--- config.mk ---
export PLATFORM = sky130hd
export DESIGN_NAME = fetch_queue
export DESIGN_NICKNAME = d
export VERILOG_FILES = /design/src/rtl/fetch_queue.sv
export SDC_FILE = /design/constraint.sdc
export NUM_CORES = 1
export LEC_CHECK = 0
export ABC_AREA = 0
export BUFFER_PORTS_ARGS = -buffer_cell sky130_fd_sc_hd__clkbuf_2
export CORE_MARGIN = 2
export CORE_UTILIZATION = 35
export DETAILED_ROUTE_END_ITERATION = 6
export PLACE_DENSITY = 0.57
export SLEW_MARGIN = 20
export SYNTH_ARGS = -nofsm -noshare
export SYNTH_HDL_FRONTEND = slang
export SYNTH_SLANG_ARGS = --single-unit
--- constraint.sdc ---
create_clock -name clk -period 3.15 [get_ports clk]
set_input_delay 0.63 -clock clk [delete_from_list [all_inputs] [get_ports clk]]
set_output_delay 0.63 -clock clk [all_outputs]
set_load 0.05 [all_outputs]
--- src/rtl/fetch_queue.sv ---
// Instruction-fetch front end: issues sequential fetch addresses to a synchronous-read
// instruction memory and buffers returned words with their PC for decode.
module fetch_queue #(
    parameter int          DEPTH    = 4,
    parameter logic [31:0] RESET_PC = 32'h0000_0000,
    parameter logic [31:0] PC_INC   = 32'd4
) (
    input  logic        clk,
    input  logic        rst,
    input  logic        redirect,
    input  logic [31:0] redirect_pc,
    output logic        imem_req,
    output logic [31:0] imem_addr,
    input  logic [31:0] imem_rdata,
    output logic        instr_valid,
    output logic [31:0] instr,
    output logic [31:0] instr_pc,
    input  logic        instr_ready
);

    localparam int PW = (DEPTH > 1) ? $clog2(DEPTH) : 1;
    localparam int CW = $clog2(DEPTH + 1);

    // Handshake: the head entry transfers on a cycle where instr_valid and instr_ready
    // are both high; instr_valid never depends on instr_ready.

    logic [31:0]   fetch_pc;
    logic [31:0]   addr_q;
    logic          req_q;
    logic [PW-1:0] rd_ptr;
    logic [PW-1:0] wr_ptr;
    logic [CW-1:0] count;
    logic [CW:0]   occupancy;
    logic          push;
    logic          pop;

    logic [31:0] data_mem [DEPTH];
    logic [31:0] pc_mem   [DEPTH];

    // In-flight request reserves a slot; the current pop is not credited, so a
    // response can always be written without checking for full.
    assign occupancy = {1'b0, count} + (CW + 1)'(req_q);
    assign imem_req  = rst & ~redirect & (occupancy < (CW + 1)'(DEPTH));
    assign imem_addr = fetch_pc;

    assign instr_valid = (count != '0);
    assign instr       = instr_valid ? data_mem[rd_ptr] : 32'h0;
    assign instr_pc    = instr_valid ? pc_mem[rd_ptr]   : 32'h0;

    assign push = req_q & ~redirect;
    assign pop  = instr_valid & instr_ready & ~redirect;

    always_ff @(posedge clk or negedge rst) begin
        if (!rst) begin
            fetch_pc <= RESET_PC;
            addr_q   <= 32'h0;
            req_q    <= 1'b0;
            rd_ptr   <= '0;
            wr_ptr   <= '0;
            count    <= '0;
        end else if (redirect) begin
            fetch_pc <= redirect_pc & 32'hFFFF_FFFC;
            req_q    <= 1'b0;
            rd_ptr   <= '0;
            wr_ptr   <= '0;
            count    <= '0;
        end else begin
            req_q <= imem_req;
            if (imem_req) begin
                fetch_pc <= fetch_pc + PC_INC;
                addr_q   <= fetch_pc;
            end
            if (push) wr_ptr <= wr_ptr + PW'(1);
            if (pop)  rd_ptr <= rd_ptr + PW'(1);
            case ({push, pop})
                2'b10:   count <= count + CW'(1);
                2'b01:   count <= count - CW'(1);
                default: count <= count;
            endcase
        end
    end

    always_ff @(posedge clk) begin
        if (push) begin
            data_mem[wr_ptr] <= imem_rdata;
            pc_mem[wr_ptr]   <= addr_q;
        end
    end

endmodule
# ---- After elaboration in Yosys (flattened, before gate mapping)
# Memories as Yosys holds them, arrays and structs flattened.
# Index checks and enable logic that the tools add are counted.
dict set report word_totals {
  output_inout_bits 98
  inputBits 68
  elab_cells 42
  memories 2
  mem_bits_rw 256
  ff_bits 72
}
# memory depth word_bits rd rd_clocked_by_memory_dff wr line
set memory_table {}
lappend memory_table {data_mem 4 32 1 0 1 37} ;# logic [31:0] data_mem [DEPTH];
lappend memory_table {pc_mem 4 32 1 0 1 38} ;# logic [31:0] pc_mem [DEPTH];
dict set report classes {
  n_mux 13
  reduce_logical 6
  n_bitwise 6
  magnitude_cmp 1
  add_sub_neg 6
  n_eq_ne 2
}
# operator count
set op_table {}
lappend op_table {{two-way mux 32 bit} 4}
lappend op_table {{adder 32 x 3 -> 32 bit (second input constant)} 1}
lappend op_table {{two-way mux 2 bit} 4}
lappend op_table {{one-hot mux 3 bit (2 select lines)} 1}
lappend op_table {{nonzero test 2 bit} 3}
lappend op_table {{nonzero test 3 bit} 2}
lappend op_table {{AND 1 bit} 5}
lappend op_table {{adder 2 x 1 -> 2 bit (second input constant)} 2}
lappend op_table {{adder 3 x 1 -> 4 bit} 1}
lappend op_table {{< comparator 4 x 3 -> 1 bit (second input constant)} 1}
lappend op_table {{adder 3 x 1 -> 3 bit (second input constant)} 1}
lappend op_table {{two-way mux 1 bit} 3}
lappend op_table {{two-way mux 3 bit} 1}
lappend op_table {{subtractor 3 x 1 -> 3 bit (second input constant)} 1}
lappend op_table {{== test 2 x 1 -> 1 bit (second input constant)} 1}
lappend op_table {{== test 2 bit (second input constant)} 1}
lappend op_table {{AND reduction 2 bit} 1}
lappend op_table {{NOT 1 bit} 1}

# ---- Logic depth before layout (Yosys ltp)
# Gate-level depths: netlist of run 1.
dict set report logic_depth {
  ltp_word 6
  mapped_depth 9
  ltp_nobuf 7
}

# ---- Worst setup path after synthesis of run 1
# OpenSTA, ideal clock, no wires.
dict set report synth_timing {
  kind {input port to flip-flop}
  from {input port redirect}
  to {memory data_mem[0][0] (enable)}
  required_time_ps 2723
  stages 2
  setup_time_ps 427
  path_slack_ps 444
  arrival_time_ps 2280
  path_buffers 0
  cell_sequence {nor2b_1 > and2_1}
}
dict set report synth_via {
  elab_chain_len 4
}
# item line
set synth_lines {}
lappend synth_lines {{start, declared} 10} ;# input logic redirect,
lappend synth_lines {{NOT 1 bit (no source line)} --}
lappend synth_lines {{AND 1 bit} 50} ;# assign push = req_q & ~redirect;
lappend synth_lines {{two-way mux 1 bit} 84} ;# if (push) begin
lappend synth_lines {{two-way mux 1 bit (implied by the code)} 85} ;# data_mem[wr_ptr] <= imem_rdata;
lappend synth_lines {{end, declared} 37}
# Every way passes these cells.

# ---- Final worst setup path of run 1
dict set report layout_timing {
  from {register rd_ptr[0]}
  to {output port instr_pc[19]}
}
dict set report layout_via {
  elab_chain_len 2
}
# item line
set layout_lines {}
lappend layout_lines {{start, declared} 30} ;# logic [PW-1:0] rd_ptr;
lappend layout_lines {{start signal, assigned} 74} ;# if (pop) rd_ptr <= rd_ptr + PW'(1);
lappend layout_lines {{memory (4 x 32 bit)} --}
lappend layout_lines {{two-way mux 32 bit} 48} ;# assign instr_pc = instr_valid ? pc_mem[rd_ptr] : 32'h0;
lappend layout_lines {{end, declared} 17} ;# output logic [31:0] instr_pc,
# Every way passes these cells.

==> results of run 1 <==
kinds of logic after synthesis:
kind of cell,Yosys count
AO/OA/AOI/OAI,66
XOR/XNOR,6
adder cells (fa/ha/maj),6
buffers and inverters,57
flip-flops,316
multiplexers,65
other,1
AND/OR/NAND/NOR,260
cell type report:
class	count	share of cell area, %
Clock inverter	24	1.26
Sequential cell	316	59.4
Timing Repair Buffer	184	7.41
Multi-Input combinational cell	407	21.7
Tap cell	461	3.74
Inverter	11	0.268
Clock buffer	44	6.18
Yosys cell counts (2+ instances only):
cell type	instances
mux4_2	62
buf_2	13
a221o_1	3
a31oi_1	4
and2_1	67
nand4_1	12
nor2_1	13
o311ai_0	5
dfrtp_1	68
nor4_1	2
and3_1	4
buf_1	3
mux2i_1	3
nor3_1	8
o31ai_1	2
a21oi_1	6
or3_1	3
xnor2_1	3
o21ai_0	20
o21ai_1	3
a31o_1	2
inv_1	10
o311ai_1	3
buf_4	5
edfxtp_1	248
ha_1	5
clkbuf_1	25
nand2b_1	2
xor2_1	3
nand3_1	20
o211ai_1	12
nand2_1	119
per-stage QoR:
step / cell area, µm² / total power, mW / std cells / hold WS, ps / util [%]
after global placement: 14200 / 10.1 / 1378 / 494 / 40.0
after floorplan: 12700 / 8.79 / 780 / 334 / -
after CTS: 15400 / 14.2 / 1447 / 294 / 43.2
after detailed placement: 14200 / 10.1 / 1378 / 505 / 40.0
after global routing: 15400 / 14.6 / 1447 / 320 / 43.2
final: 15400 / 14.0 / 1447 / 318 / 43.2
power by group:
part | switching, mW | internal [mW] | total [mW]
Clock | 1.67 | 2.35 | 4.02
Combinational | 3.14 | 1.38 | 4.52
Sequential | 0.399 | 5.01 | 5.41
sequential cells by signal (all words and copies together), names as in the netlist:
name,cells
req_q,1
count,3
wr_ptr,2
rd_ptr,2
addr_q,30
data_mem,128
imem_addr,30
pc_mem,120
worst paths after layout:
| check | end | startpoint | cells after the start | slack (ps) |
|---|---|---|---|---|
| max in group asynchronous | rd_ptr[1] | rst | 3 | 1580 |
| max reg2reg | count[2] | count[0] | 7 | 730 |
| min | imem_addr[18] | redirect_pc[18] | 3 | 320 |
| min in group asynchronous | imem_addr[20] | rst | 2 | 490 |
| min reg2reg | pc_mem[0][28] | addr_q[28] | 0 | 500 |
| max | instr_pc[19] | rd_ptr[0] | 4 | 150 |
layer usage:
layer,up-vias,routed length [µm],part of all wire (%)
met2,228,12700,46
met3,45,1700,6.1
li1,3331,-,-
met1,3608,12800,46
met5,-,0,0
met4,0,576,2.1
critical path, stage by stage (launching register included):
cell and delay, ps:
dfrtp_4 610, buf_12 270, mux4_2 520, and2_1 200
clkbuf_2 240
==> flow_summary.toml, run 1 <==
[synthesis]
synth_edf_count = 248
synthMuxAreaShare_pct = 11.2
synth_top_family_by_area = "multiplexers"
synth_compound_area_share_pct = 3.50
synth_top_area_cell = "edfxtp_1"
syn_inst = 777
synthAdderAreaFrac_pct = 0.649
synth_top_area_share_pct = 58.6
synth_ff_type = "edfxtp_1"
synth_xor_xnor_area_share_pct = 0.413
avgSynthCellArea_um2 = 16.4
yosysSeqAreaShare_pct = 72.0
yosys_warnings = 0
synth_area_leaders = "edfxtp_1 (59%), dfrtp_1 (13%), mux4_2 (11%)"
synth_area_mm2 = 0.0127
yosys.area_share.simple_pct = 10.3
synth-seq-cells = 316
yosys.cell_types.count = 51
synthArstFlopShare_pct = 21.5

[cts]
clk_pin_slew_ps = 60
cts_resized = 0
numCtsBuffers = 37
cts_tree = "built"
cts_max_path_buffers = 3
hold_buffers = 1
clkSinkCount = 316
cts_setup_buffers = 0
cts-root-buf = "clkbuf_16"
htreeDepth = 2
clock_latency_ps = 530

[sta]
setup_viol = 0
skew_ps = 26.8
fmax_mhz = 334
hold_viol = 0
setup-tns-final_ps = 0
relSlewSlack_pct = 34.5
min_period_ps = 3000
report.final.slew_viol_count = 0
rsz0062_at_grt = "false"
tightestPinTransition_ps = 979
finalCritPeriodShare_pct = 95.1
setup_ws_ps = 154

[routing]
via_per_inst = 4.98
drc = 0
drtIter0Drc = 465
drtPass1Iterations = 5
wl_per_cell_um = 19.2
ant_nets = 0
routed_wl_mm = 27.8
via_count = 7212

[finish]
nets = 1031
final_cell_mix = "edfxtp_1 (248), clkbuf_2 (157), nand2_1 (119)"
multi_input_area_mm2 = 0.00334
seq_area_mm2 = 0.00916
area_growth_pct = 21.2
layout.cells.most_common = "edfxtp_1"
drive_gt1_share_pct = 31.7
fillers = 3238
antennaDiodeCount = 0

[placed_design]
dpl_worst_slack_ps = 633
dp_hpwl_mm = 17.7
portBuffers = 159
routabilityCongestion = 0.821

[critical_path]
critical_path_required_ps = 2520
start_kind = "flop"
worstSetupEndpointType = "primary output"
critical_path_class = "reg -> out"
cp_max_fo = 21
cp_data_arrival_time_ps = 2370

[floorplanning]
die_w_um = 195
fp.dieArea_mm2 = 0.0379
ios = 166
die_y_um = 195
initial_utilization_pct = 35.7
core_region_area_mm2 = 0.0357
rows = 69

[pwr]
p_per_area_mw_per_mm2 = 906
p_leak_nw = 5.70
ir_drop_mv = 0.421

[grt]
grt_pass1_vias = 7470
use_met3_pct = 3.05
met2_usage_pct = 23.0
grt_overflow = 0
met1_usage_pct = 21.4
antenna_found_initial = 0
gr-usage-all-layers_pct = 14.8
grt_max_degree = 59
gr-max-usage-layer = "met2"
grt_first_pass_wirelength_mm = 43.6

[worst_hold_path]
hp-class = "in -> reg"

[job]
max-cap-violations = 0

[run_status]
run_status = "finished clean"
Power figures use the tool's default switching activity.
==> inputs of run 2 (changes only) <==
--- a/config.mk
+++ b/config.mk
@@ -10,7 +10,7 @@
 export CORE_MARGIN = 2
 export CORE_UTILIZATION = 35
 export DETAILED_ROUTE_END_ITERATION = 6
-export PLACE_DENSITY = 0.57
+export RECOVER_POWER = 50
 export SLEW_MARGIN = 20
 export SYNTH_ARGS = -nofsm -noshare
 export SYNTH_HDL_FRONTEND = slang
==> run 2 against run 1 <==
  * The flow now finishes with violations (capacitance limit, slew limit)
  * Global-route usage is essentially flat
  * Register-to-register slack got worse by 150 ps
  * Non-clock buffer count decreased by 3
  * Combinational power hardly changed
  * Critical path depth did not move
  * Cell count down 0.48%
  * Sequential share of layout area up 0.50 points
  * Worst hold slack improved by 5.2 ps
  * Flip-flop and latch count unchanged
  * Total power decreased by 0.36%
  * Core utilization fell by 0.36 points
  * Critical path type unchanged
  * Largest power group unchanged
==> flow_summary.toml, run 2 (synthesis gave the netlist of run 1 again) <==
[run_status]
run_status = "complete, but fails checks"
violations = "capacitance limit, slew limit"

[critical_path]
critical_path_buf_inv_count = 2
max_stage_delay_ps = 710
crit_chain = "or3_2, buf_12, and2_1, clkbuf_2"
start_kind = "flop"
reg2reg_from = "req_q"
path_delay_family = "simple AND/OR/NAND/NOR gates"
ff2ff_setup_slack_ps = 580
r2r_cells = 3
worstSetupEndpointType = "primary output"
crit_cells = 4
cp_max_fo = 49
cp_data_arrival_time_ps = 2360
critical_path_class = "reg -> out"
critical_path_required_ps = 2520
crit_slowest_cell = "or3_2"
r2r_end = "pc_mem[1][3]"

[finish]
top_regs = "data_mem (128), pc_mem (120)"
seq_area_mm2 = 0.00916
top_register = "data_mem"
antennaDiodeCount = 0
largest_reg_flops = 128
area_growth_pct = 20.2
multi_input_area_mm2 = 0.00334
final_core_util_pct = 42.9
layout.cells.most_common = "edfxtp_1"
final_cell_mix = "edfxtp_1 (248), clkbuf_2 (127), nand2_1 (119)"
final_area_mm2 = 0.0153
fillers = 3205
drive_gt1_share_pct = 27.9
nets = 1027
final_cells = 1440

[grt]
grt_max_degree = 69
gr-usage-all-layers_pct = 14.8
grt_pass1_vias = 7509
grt_overflow = 0
antenna_found_initial = 3
grt_first_pass_wirelength_mm = 43.5

[sta]
whs_ps = 323
setup_viol = 0
fmax_mhz = 334
finalCritPeriodShare_pct = 94.9
hold_viol = 0
setup_ws_ps = 160
tightestPinTransition_ps = 1760
min_period_ps = 2990
skew_ps = 20.2
report.final.slew_viol_count = 69
relSlewSlack_pct = -17.2
setup-tns-final_ps = 0
rsz0062_at_grt = "false"

[pwr]
p_total_mw = 13.9
ir_drop_mv = 0.365
p_leak_nw = 5.57
p_per_area_mw_per_mm2 = 910

[cts]
htreeDepth = 2
clkSinkCount = 316
clk_pin_slew_ps = 60
cts_max_path_buffers = 3
numCtsBuffers = 36
cts-root-buf = "clkbuf_16"
clock_latency_ps = 530
cts_resized = 0
cts_tree = "built"

[worst_hold_path]
hold_path_depth = 3
hold_end = "imem_addr[2]"
min_from = "redirect_pc[2]"
hp-class = "in -> reg"

[floorplanning]
die_w_um = 195
ios = 166
initial_utilization_pct = 35.7
rows = 69
fp.dieArea_mm2 = 0.0379
core_region_area_mm2 = 0.0357
die_y_um = 195

[placed_design]
portBuffers = 159
dp_hpwl_mm = 16.9
dpl_worst_slack_ps = 533
place_area_mm2 = 0.0142
routabilityCongestion = 0.791
dp.cells = 1374

[job]
max-cap-violations = 1

[routing]
drc = 0
routed_wl_mm = 27.8
wl_per_cell_um = 19.3
drtPass1Iterations = 4
via_count = 7265
drtIter0Drc = 438
ant_nets = 0
via_per_inst = 5.05
-- run 2: changes by cell type in the layout (fill, tap and decap cells not counted), moves of 2 or more --
cell      delta
clkbuf_2    -30
buf_4        -3
buf_12       -2
clkinv_2     -3
clkbuf_1    +33
clkbuf_8     +2
-- run 2: worst max-delay path by stage --
| stage | slack (ps) | end | start |
|---|---|---|---|
| 2_1_floorplan | 440 | data_mem[0][0] | redirect |
| 4_1_cts | 100 | instr[31] | count[0] |
| 3_3_place_gp | 540 | instr_pc[4] | rd_ptr[0] |
| 3_5_place_dp | 530 | instr_pc[4] | rd_ptr[0] |
| 5_1_grt | 40 | instr[31] | count[0] |
| 6_report | 160 | instr[31] | count[0] |
-- run 2: power by group --
part	internal (mW)	switching, mW
clock network	2.33	1.62
logic	1.39	3.15
registers	5.01	0.391
total	8.74	5.17
-- run 2: layout make-up --
| cell class | count | share of cell area (%) |
|---|---|---|
| Tap cell | 461 | 3.78 |
| Inverter | 11 | 0.270 |
| Multi-Input combinational cell | 407 | 21.8 |
| Clock inverter | 19 | 1.11 |
| Timing Repair Buffer | 181 | 6.82 |
| Sequential cell | 316 | 59.9 |
| Clock buffer | 45 | 6.25 |
-- run 2: per-layer routing --
| metal | routed length, µm | global-route usage, % | up-vias |
|---|---|---|---|
| met5 | 0 | 0 | - |
| met4 | 544 | 4.22 | 0 |
| met3 | 1570 | 2.90 | 44 |
| met2 | 13100 | 23.5 | 246 |
| met1 | 12600 | 20.8 | 3659 |
| li1 | - | - | 3316 |
-- run 2: tightest hold or removal path, stage by stage --
cell,delay [ps]
clkbuf_2,70
nand2_1,40
o21ai_0,50
-- run 2: repair_timing --
item                       in CTS  in global routing
buffers inserted                2                  0
hold buffers                    0                  0
setup endpoints to repair       7                  0
==> inputs of run 3 (changes only) <==
--- a/config.mk
+++ b/config.mk
@@ -8,9 +8,9 @@
 export ABC_AREA = 0
 export BUFFER_PORTS_ARGS = -buffer_cell sky130_fd_sc_hd__clkbuf_2
 export CORE_MARGIN = 2
-export CORE_UTILIZATION = 35
+export CORE_UTILIZATION = 29
+export CTS_CLUSTER_SIZE = 30
 export DETAILED_ROUTE_END_ITERATION = 6
-export RECOVER_POWER = 50
 export SLEW_MARGIN = 20
 export SYNTH_ARGS = -nofsm -noshare
 export SYNTH_HDL_FRONTEND = slang
==> run 3 against run 2 <==
  * The flow now finishes without violations
  * Global-route usage is 1.5 points lower
  * Sequential share of layout area decreased by 0.90 points
  * Worst hold slack lost 35 ps
  * First-iteration DRC count shrank 4.3%
  * Combinational power barely moved
  * Register-to-register slack improved by 190 ps
  * Flip-flop and latch count is the same
  * Wire length up 6.4%
  * Count of clock-buffer cells in the layout decreased by 3
  * Largest cell class unchanged
  * Largest power group unchanged
==> flow_summary.toml, run 3 (synthesis gave the netlist of run 1 again) <==
[run_status]
run_status = "finished clean"

[finish]
nets = 1031
antennaDiodeCount = 0
largest_reg_flops = 128
top_regs = "data_mem (128), pc_mem (120)"
final_core_util_pct = 35.9
top_register = "data_mem"
drive_gt1_share_pct = 32.1
fillers = 4180
multi_input_area_mm2 = 0.00334
final_cells = 1568
seq_area_mm2 = 0.00916
area_growth_pct = 22.0
final_cell_mix = "edfxtp_1 (248), clkbuf_2 (157), nand2_1 (119)"
layout.cells.most_common = "edfxtp_1"

[grt]
grt_max_degree = 69
grt_first_pass_wirelength_mm = 45.5
grt_overflow = 0
antenna_found_initial = 0
gr-usage-all-layers_pct = 13.3
grt_pass1_vias = 7600

[routing]
drtPass1Iterations = 4
wl_per_cell_um = 18.8
wl_met2_mm = 13.6
via_count = 7352
routed_wl_mm = 29.5
wl_met3_mm = 1.87
drc = 0
via_per_inst = 4.69
drtIter0Drc = 419
met1Wirelength_mm = 13.5
ant_nets = 0
top_layer = "met4"

[sta]
skew_ps = 26.0
hold_viol = 0
fmax_mhz = 341
relSlewSlack_pct = 41.5
setup-tns-final_ps = 0
min_period_ps = 2930
finalCritPeriodShare_pct = 93.2
whs_ps = 288
setup_viol = 0
rsz0062_at_grt = "false"
tightestPinTransition_ps = 877
report.final.slew_viol_count = 0

[cts]
clk_pin_slew_ps = 60
numCtsBuffers = 35
htreeDepth = 2
clock_latency_ps = 550
cts_max_path_buffers = 3
clkSinkCount = 316
cts_tree = "built"
hold_buffers = 0
cts-root-buf = "clkbuf_16"

[critical_path]
cp_max_fo = 25
crit_slowest_cell = "dfrtp_4"
max_stage_delay_ps = 710
critical_path_buf_inv_count = 2
cp_data_arrival_time_ps = 2300
critical_path_class = "reg -> out"
critical_path_required_ps = 2520
crit_chain = "buf_4, mux4_2, and2_1, clkbuf_2"
path_delay_family = "flip-flops"
worstSetupEndpointType = "primary output"
start_kind = "flop"

[floorplanning]
rows = 76
initial_utilization_pct = 29.5
ios = 166
fp.dieArea_mm2 = 0.0455
die_w_um = 213
die_y_um = 213
core_region_area_mm2 = 0.0432

[worst_hold_path]
hp-class = "in -> reg"

[placed_design]
dp.cells = 1502
routabilityCongestion = 0.826
dp_hpwl_mm = 18.8
portBuffers = 159

[job]
max-cap-violations = 0

[pwr]
p_per_area_mw_per_mm2 = 898
ir_drop_mv = 0.450
p_leak_nw = 5.68
==> run 3: cell count changes in the layout (fill, tap and decap cells not counted), sizes merged <==
cell	before	now
clkbuf	205	199
clkinvlp	1	4
inv	14	12
buf	21	29
clkinv	13	14
==> run 3: final cells by class <==
type	count	share of cell area, %
tap	585	4.72
sequential	316	59.0
timing repair buffer	186	7.19
clock buffer	42	5.94
inverter	11	0.266
clock inverter	21	1.29
multi-input combinational	407	21.6
==> run 3: worst min-delay path: stages <==
cell and delay [ps]:
clkbuf_2 80, nand2_1 40, nand3_1 60
==> run 3: metrics by stage <==
stage	power, mW	area, µm²	worst slack (ps)
finish	13.9	15500	215
global route	14.6	15500	94.6
CTS	14.2	15500	131
detailed placement	10.1	14400	535
global placement	10.1	14400	556
floorplan	8.79	12700	444
==> run 3: path summary, 6_finish.rpt <==
kind	startpoint	to	slack, ps	cells after the start
max	rd_ptr[1]	instr_pc[21]	220	4
min	redirect_pc[18]	imem_addr[18]	290	3
max reg2reg	count[0]	count[2]	770	8
min reg2reg	addr_q[16]	pc_mem[0][16]	530	0
max in group asynchronous	rst	rd_ptr[1]	2170	2
min in group asynchronous	rst	imem_addr[16]	320	2
==> run 3: where the power goes <==
| group | switching [mW] | internal [mW] | total (mW) |
|---|---|---|---|
| sequential | 0.398 | 5.01 | 5.41 |
| combinational | 3.21 | 1.36 | 4.57 |
| clock | 1.68 | 2.28 | 3.96 |
| total | 5.28 | 8.66 | 13.9 |
==> run 3: layer usage <==
layer	global-route usage (%)	vias to the layer above
met4	4.26	0
met3	3.08	33
met1	18.2	3758
li1	-	3322
met5	0	-
met2	21.1	239
==> run 3: timing repair <==
action,in CTS,in global routing
endpoints found under the hold margin,0,0
buffers inserted,3,0
gates resized for setup,0,0
setup endpoints to repair,19,0
